--- src/rtl/mdu_pkg.sv ---
// mdu_pkg: op encodings, sequencer states and helpers shared by the
// multiply/divide sequencer. Divider gated by MDU_DIV_EN.
package mdu_pkg;

  typedef enum logic [2:0] {
    OP_MULT  = 3'd0,
    OP_MULTU = 3'd1,
    OP_MADD  = 3'd2,
    OP_MADDU = 3'd3,
    OP_MSUB  = 3'd4,
    OP_MSUBU = 3'd5,
    OP_DIV   = 3'd6,
    OP_DIVU  = 3'd7
  } mdu_op_e;

  typedef enum logic [1:0] {
    S_IDLE,
    S_CALC,
    S_FIX,
    S_DONE
  } mdu_state_e;

  localparam int CNT_W = 5;

  function automatic logic is_signed(input logic [2:0] op);
    return op == OP_MULT || op == OP_MADD ||
           op == OP_MSUB || op == OP_DIV;
  endfunction

  function automatic logic is_div(input logic [2:0] op);
    return op == OP_DIV || op == OP_DIVU;
  endfunction

endpackage

--- src/rtl/mdu_step.sv ---
// mdu_step: one radix-2 iteration, shift-add multiply or restoring
// shift-subtract divide (divide only with MDU_DIV_EN).
module mdu_step
  import mdu_pkg::*;
#(
  parameter int WIDTH = 32
) (
  input  logic               div_mode,
  input  logic [2*WIDTH:0]   cur,
  input  logic [WIDTH-1:0]   opnd,
  output logic [2*WIDTH:0]   nxt
);

  logic [WIDTH:0]   sum;
  logic [2*WIDTH:0] mul_nxt;
  logic             unused_top;

  // Top bit is a carry slot that no iteration reads back.
  assign unused_top = cur[2*WIDTH];

  assign sum = {1'b0, cur[2*WIDTH-1:WIDTH]} + {1'b0, opnd};

  // Add multiplicand into the upper half when the low bit is set, then shift.
  always_comb begin
    if (cur[0])
      mul_nxt = {1'b0, sum, cur[WIDTH-1:1]};
    else
      mul_nxt = {2'b00, cur[2*WIDTH-1:WIDTH], cur[WIDTH-1:1]};
  end

`ifdef MDU_DIV_EN
  logic [WIDTH:0] diff;

  assign diff = cur[2*WIDTH-1:WIDTH-1] - {1'b0, opnd};

  // Shift remainder left; keep the subtraction only when it does not underflow.
  always_comb begin
    if (!div_mode)
      nxt = mul_nxt;
    else if (diff[WIDTH])
      nxt = {cur[2*WIDTH-1:0], 1'b0};
    else
      nxt = {diff, cur[WIDTH-2:0], 1'b1};
  end
`else
  logic unused_div;

  assign unused_div = div_mode;
  assign nxt        = mul_nxt;
`endif

endmodule

--- src/rtl/mdu_seq.sv ---
// mdu_seq: multi-cycle MULT/MADD/MSUB/DIV sequencer beside EX.
// Define MDU_DIV_EN to build the divider; otherwise DIV/DIVU return 0.
module mdu_seq
  import mdu_pkg::*;
#(
  parameter int WIDTH = 32
) (
  input  logic               clk,
  input  logic               rst,
  input  logic               start_i,
  input  logic               annul_i,
  input  logic [2:0]         op_i,
  input  logic [WIDTH-1:0]   opdata1_i,
  input  logic [WIDTH-1:0]   opdata2_i,
  input  logic [WIDTH-1:0]   hi_i,
  input  logic [WIDTH-1:0]   lo_i,
  output logic [2*WIDTH-1:0] result_o,
  output logic               ready_o,
  output logic               stallreq_o
);

  localparam int PW = 2 * WIDTH;

  mdu_state_e       state;
  logic [CNT_W-1:0] cnt;
  logic [2:0]       op_q;
  logic             sgn1_q;
  logic             sgn2_q;
  logic [WIDTH-1:0] opnd_q;
  logic [PW:0]      acc_q;
  logic [PW:0]      acc_nxt;
  logic [PW-1:0]    hilo_q;
  logic [PW-1:0]    prod;
  logic [PW-1:0]    fix_res;
  logic             neg1;
  logic             neg2;
  logic [WIDTH-1:0] mag1;
  logic [WIDTH-1:0] mag2;
  logic             div_zero;
  logic             abort;

  assign neg1  = is_signed(op_i) & opdata1_i[WIDTH-1];
  assign neg2  = is_signed(op_i) & opdata2_i[WIDTH-1];
  assign mag1  = neg1 ? -opdata1_i : opdata1_i;
  assign mag2  = neg2 ? -opdata2_i : opdata2_i;
  assign abort = annul_i | ~start_i;

`ifdef MDU_DIV_EN
  assign div_zero = is_div(op_i) & (opdata2_i == '0);
`else
  assign div_zero = is_div(op_i);
`endif

  assign stallreq_o = start_i & ~annul_i & (state != S_DONE);

  mdu_step #(
    .WIDTH(WIDTH)
  ) u_step (
    .div_mode(is_div(op_q)),
    .cur     (acc_q),
    .opnd    (opnd_q),
    .nxt     (acc_nxt)
  );

`ifdef MDU_DIV_EN
  logic [WIDTH-1:0] quo;
  logic [WIDTH-1:0] rem;

  // Quotient sign is sign1^sign2; remainder follows the dividend.
  always_comb begin
    quo = acc_q[WIDTH-1:0];
    rem = acc_q[PW-1:WIDTH];
    if (is_signed(op_q) && (sgn1_q ^ sgn2_q))
      quo = -quo;
    if (is_signed(op_q) && sgn1_q)
      rem = -rem;
  end
`endif

  // Sign fix-up of the magnitude product, then HI/LO accumulate.
  always_comb begin
    prod = acc_q[PW-1:0];
    if (is_signed(op_q) && (sgn1_q ^ sgn2_q))
      prod = -prod;
    fix_res = prod;
    unique case (1'b1)
`ifdef MDU_DIV_EN
      is_div(op_q):
        fix_res = {rem, quo};
`endif
      op_q == OP_MADD || op_q == OP_MADDU:
        fix_res = hilo_q + prod;
      op_q == OP_MSUB || op_q == OP_MSUBU:
        fix_res = hilo_q - prod;
      default:
        fix_res = prod;
    endcase
  end

  // Sequencer: accept, iterate, fix up, pulse ready for one cycle.
  always_ff @(posedge clk or negedge rst) begin
    if (!rst) begin
      state    <= S_IDLE;
      cnt      <= '0;
      op_q     <= '0;
      sgn1_q   <= 1'b0;
      sgn2_q   <= 1'b0;
      opnd_q   <= '0;
      acc_q    <= '0;
      hilo_q   <= '0;
      result_o <= '0;
      ready_o  <= 1'b0;
    end else begin
      ready_o <= 1'b0;
      unique case (state)
        S_IDLE: begin
          if (start_i && !annul_i) begin
            op_q   <= op_i;
            sgn1_q <= neg1;
            sgn2_q <= neg2;
            hilo_q <= {hi_i, lo_i};
            cnt    <= '0;
            opnd_q <= is_div(op_i) ? mag2 : mag1;
            acc_q  <= {{(WIDTH + 1){1'b0}},
                       is_div(op_i) ? mag1 : mag2};
            if (div_zero) begin
              result_o <= '0;
              ready_o  <= 1'b1;
              state    <= S_DONE;
            end else begin
              state <= S_CALC;
            end
          end
        end
        S_CALC: begin
          if (abort) begin
            state <= S_IDLE;
          end else begin
            acc_q <= acc_nxt;
            cnt   <= cnt + 1'b1;
            if (cnt == CNT_W'(WIDTH - 1))
              state <= S_FIX;
          end
        end
        S_FIX: begin
          if (abort) begin
            state <= S_IDLE;
          end else begin
            result_o <= fix_res;
            ready_o  <= 1'b1;
            state    <= S_DONE;
          end
        end
        S_DONE: state <= S_IDLE;
        default: state <= S_IDLE;
      endcase
    end
  end

endmodule
--- config.mk ---
export PLATFORM = sky130hd
export DESIGN_NAME = mdu_seq
export DESIGN_NICKNAME = d
export VERILOG_FILES = /design/src/rtl/mdu_pkg.sv /design/src/rtl/mdu_step.sv /design/src/rtl/mdu_seq.sv
export SDC_FILE = /design/constraint.sdc
export NUM_CORES = 1
export LEC_CHECK = 0
export ABC_CLOCK_PERIOD_IN_PS = 8640
export BUFFER_PORTS_ARGS = -buffer_cell sky130_fd_sc_hd__clkbuf_2
export CAP_MARGIN = 10
export CORE_UTILIZATION = 61
export DETAILED_ROUTE_END_ITERATION = 6
export PLACE_DENSITY_LB_ADDON = 0.25
export SLEW_MARGIN = 20
export SYNTH_ARGS = -nofsm -noshare
export SYNTH_HDL_FRONTEND = slang
export SYNTH_SLANG_ARGS = --single-unit
--- constraint.sdc ---
create_clock -name clk -period 8.64 [get_ports clk]
set_input_delay 1.296 -clock clk [delete_from_list [all_inputs] [get_ports clk]]
set_output_delay 1.296 -clock clk [all_outputs]
set_load 0.02 [all_outputs]
==> results_dict.tcl <==
set metrics [dict create \
    p_per_area_nw_per_um2 271 \
    cts_root_buffer "clkbuf_16" \
    fmaxAchievable_ghz 0.134 \
    wire_per_inst_um 20.1 \
    total_power_uw 5930 \
    syn-num-nets 2814 \
    place_ws_ns 1.35 \
    start_util_pct 62.2 \
    hp-class "flop to flop" \
    postRouteAntennaNets 0 \
    grt_antenna_before_repair 0 \
    period_share_pct 86.4 \
    core_um2 31700 \
    path_clk_slew_ns 0.06 \
    cp_max_fo 10 \
    ios 201 \
    vias_per_cell 6.38 \
    final_hold_viol_count 0 \
    fin_worst_skew_ns 0.0178 \
    drive_gt1_share_pct 11.4 \
    drcViolationCount 0 \
    cts_buffers 28 \
    synth_edf_count 0 \
    ctsHoldBuffers 0 \
    worst_pin_slew_ns 1.11 \
    dr_total_vias 19800 \
    crit_chain "or4_1 > or4_1 > nor3_1 > mux2_2 > a32oi_1 > nor4b_1 > nand4_1 > o31ai_1 > xnor2_1 > ha_1 > nand2_1 > o41ai_1 > a21oi_1 > a2111oi_0 > o2111ai_1 > a21boi_1 > a21oi_1 > a221o_1" \
    hold_slack_ns 0.478 \
    p_leak_uw 0.0102 \
    setup_slack_ns 1.17 \
    synthDistinctLibCells 75 \
    ys_seq_elements 237 \
    avgSynthCellArea_um2 7.65 \
    grt_pass1_wl_mm 99.2 \
    die_area_um2 33000 \
    drv_slew 0 \
    cts-resized-gates 0 \
    syn_area_um2 19700 \
    yosys_warnings 0 \
    rsz0062_at_grt "no" \
    n_antenna_cell 0 \
    status "complete, no violations" \
    worstSkewPairLatency_ns 0.57 \
    crit_path_max_incr_delay_ns 0.78 \
    post_cts_buffers 0 \
    die_y_um 182 \
    initialDrtViolationCount 2061 \
    cp_top_family "compound AO/OA/AOI/OAI gates" \
    cp-end-kind "flop" \
    io_buffers 200 \
    drt_pass1_iterations 6 \
    ir_worst_vdd_uv 151 \
    rows 65 \
    ys_seq_area_share_pct 30.1 \
    path_class "flop to flop" \
    path_buf_inv 0 \
    overflow 0 \
    utilization_pct 69.0 \
    clock_path_buffers 3 \
    synth_ff_type "dfrtp_1" \
    cp_data_arrival_time_ns 7.92 \
    dp_hpwl_mm 47.2 \
    worstPathRequired_ns 9.09 \
    crit_slowest_cell "or4_1" \
    synth-async-reset-ratio_pct 100 \
    grt_pass1_vias 18400 \
    gp_congestion 0.967 \
    groute.usage.overall_pct 37.5 \
    synth_cells 2576 \
    syn2layout_area_growth_pct 11.0 \
    setup_tns_ns 0 \
    drv_cap 0 \
    slew_headroom_pct 26.0 \
    worst_setup_path_start_kind "flop" \
    die_w_um 182 \
    final-setup-viol-count 0 \
    cts_tree "yes" \
    fin_crit_ns 7.47 \
    ctsHtreeMaxLevel 1 \
    grt_max_degree 124 \
    wl_mm 62.3 \
    num-nets-final 2914 \
    cts_sinks 237 \
]
## kinds of logic after synthesis
logic type,synth area share (%)
AND/OR/NAND/NOR,23.0
AO/OA/AOI/OAI,23.6
XOR/XNOR,11.4
flip-flops,30.1
buffers and inverters,3.85
adder cells (fa/ha/maj),6.61
multiplexers,1.50
## placed cells by master (no fill, tap or decap), types with 17 or more instances in the layout
cell	count
nand2_1	460
nor2_1	242
dfrtp_1	237
o21ai_0	221
a21oi_1	208
clkbuf_2	199
xnor2_1	141
xor2_1	114
ha_1	101
a21o_1	51
a31oi_1	47
inv_1	46
nor3_1	42
nand3_1	34
nor4_1	30
o31ai_1	29
nand2b_1	28
and3_1	28
clkbuf_16	28
mux2i_1	25
a221oi_1	25
or3_1	23
buf_4	22
and2_1	19
nand4_1	17
o221ai_1	17
## power breakdown
group / total, µW / switching [µW] / leakage, µW / internal [µW]
sequential: 1530 / 234 / 0.00305 / 1290
clock: 1280 / 508 / 0.000487 / 769
combinational: 3120 / 1930 / 0.00665 / 1190
total: 5930 / 2670 / 0.0102 / 3260
## path summary, 6_finish.rpt
path	from	endpoint	slack (ns)	cells past startpoint
worst max register to register	acc_q[6]$_DFFE_PN0P_	result_o[54]$_DFFE_PN0P_	1.17	18
worst min-delay path	result_o[5]$_DFFE_PN0P_	result_o[5]$_DFFE_PN0P_	0.48	2
min in group asynchronous	rst	hilo_q[13]$_DFFE_PN0P_	0.75	1
max in group asynchronous	rst	acc_q[60]$_DFFE_PN0P_	6.72	2
worst min register to register	result_o[5]$_DFFE_PN0P_	result_o[5]$_DFFE_PN0P_	0.48	2
worst max-delay path	acc_q[6]$_DFFE_PN0P_	result_o[54]$_DFFE_PN0P_	1.17	18
## synthesized netlist by cell type (all sizes together) (5+ instances only)
cell,count,area share (%)
mux2i,25,1.3
nand4,18,0.60
and4,8,0.36
ha,101,6.4
or2,9,0.29
o31ai,29,1.1
o41ai,15,0.70
nand2b,28,0.89
a221o,5,0.25
a21oi,208,5.3
nand2,461,8.8
o211ai,13,0.49
o21ai,222,5.6
o21bai,14,0.53
nor2b,17,0.54
xor2,115,5.1
and2,20,0.63
o21a,16,0.61
a32oi,5,0.22
nand3,34,0.86
dfrtp,237,30
nor3,44,1.1
buf,19,0.43
a21o,51,1.9
clkbuf,134,2.6
nor4,31,0.98
a221oi,25,1.1
nor3b,7,0.27
o221ai,17,0.76
a22o,7,0.31
o2111ai,7,0.31
a21boi,7,0.27
a2111oi,7,0.31
xnor2,142,6.3
or3,25,0.82
or4,17,0.69
inv,46,0.88
a41oi,11,0.49
and3,28,0.89
a31oi,47,1.5
a211oi,10,0.38
nor2,245,4.7
## metrics by stage
step,instances,area [µm²]
after floorplan,2576,19700
after global placement,3048,20900
after detailed placement,3048,20900
after CTS,3100,21900
after global routing,3100,21900
final,3100,21900
## registers in the layout (all words and copies together) (netlist names)
register,count
sgn2_q,1
acc_q,64
ready_o,1
state,2
result_o,64
sgn1_q,1
cnt,5
op_q,3
opnd_q,32
hilo_q,64
## routing by layer
| layer | track usage [%] | share of wire [%] | vias up |
|---|---|---|---|
| met3 | 6.34 | 8.4 | 152 |
| met5 | 0 | 0 | - |
| met1 | 53.5 | 45 | 9313 |
| met4 | 13.6 | 3.9 | 0 |
| li1 | - | - | 9374 |
| met2 | 56.9 | 43 | 950 |
## worst reg2reg max path, cell delays in order (launching register included)
cell       delay [ns]
dfrtp_1          0.46
or4_1            0.68
or4_1            0.78
nor3_1           0.56
mux2_2           0.27
a32oi_1          0.13
nor4b_1          0.52
nand4_1          0.40
o31ai_1          0.36
xnor2_1          0.11
ha_1             0.38
nand2_1          0.09
o41ai_1          0.60
a21oi_1          0.19
a2111oi_0        0.59
o2111ai_1        0.21
a21boi_1         0.43
a21oi_1          0.26
a221o_1          0.34
## area by class of cell
class	count	area [µm²]
clock inverter	14	196
sequential	237	5930
multi-input combinational	2140	13100
fill	2674	9830
clock buffer	38	798
timing repair buffer	223	1200
tap	402	503
inverter	46	173
Note: power is estimated with default switching activity, not from simulation.
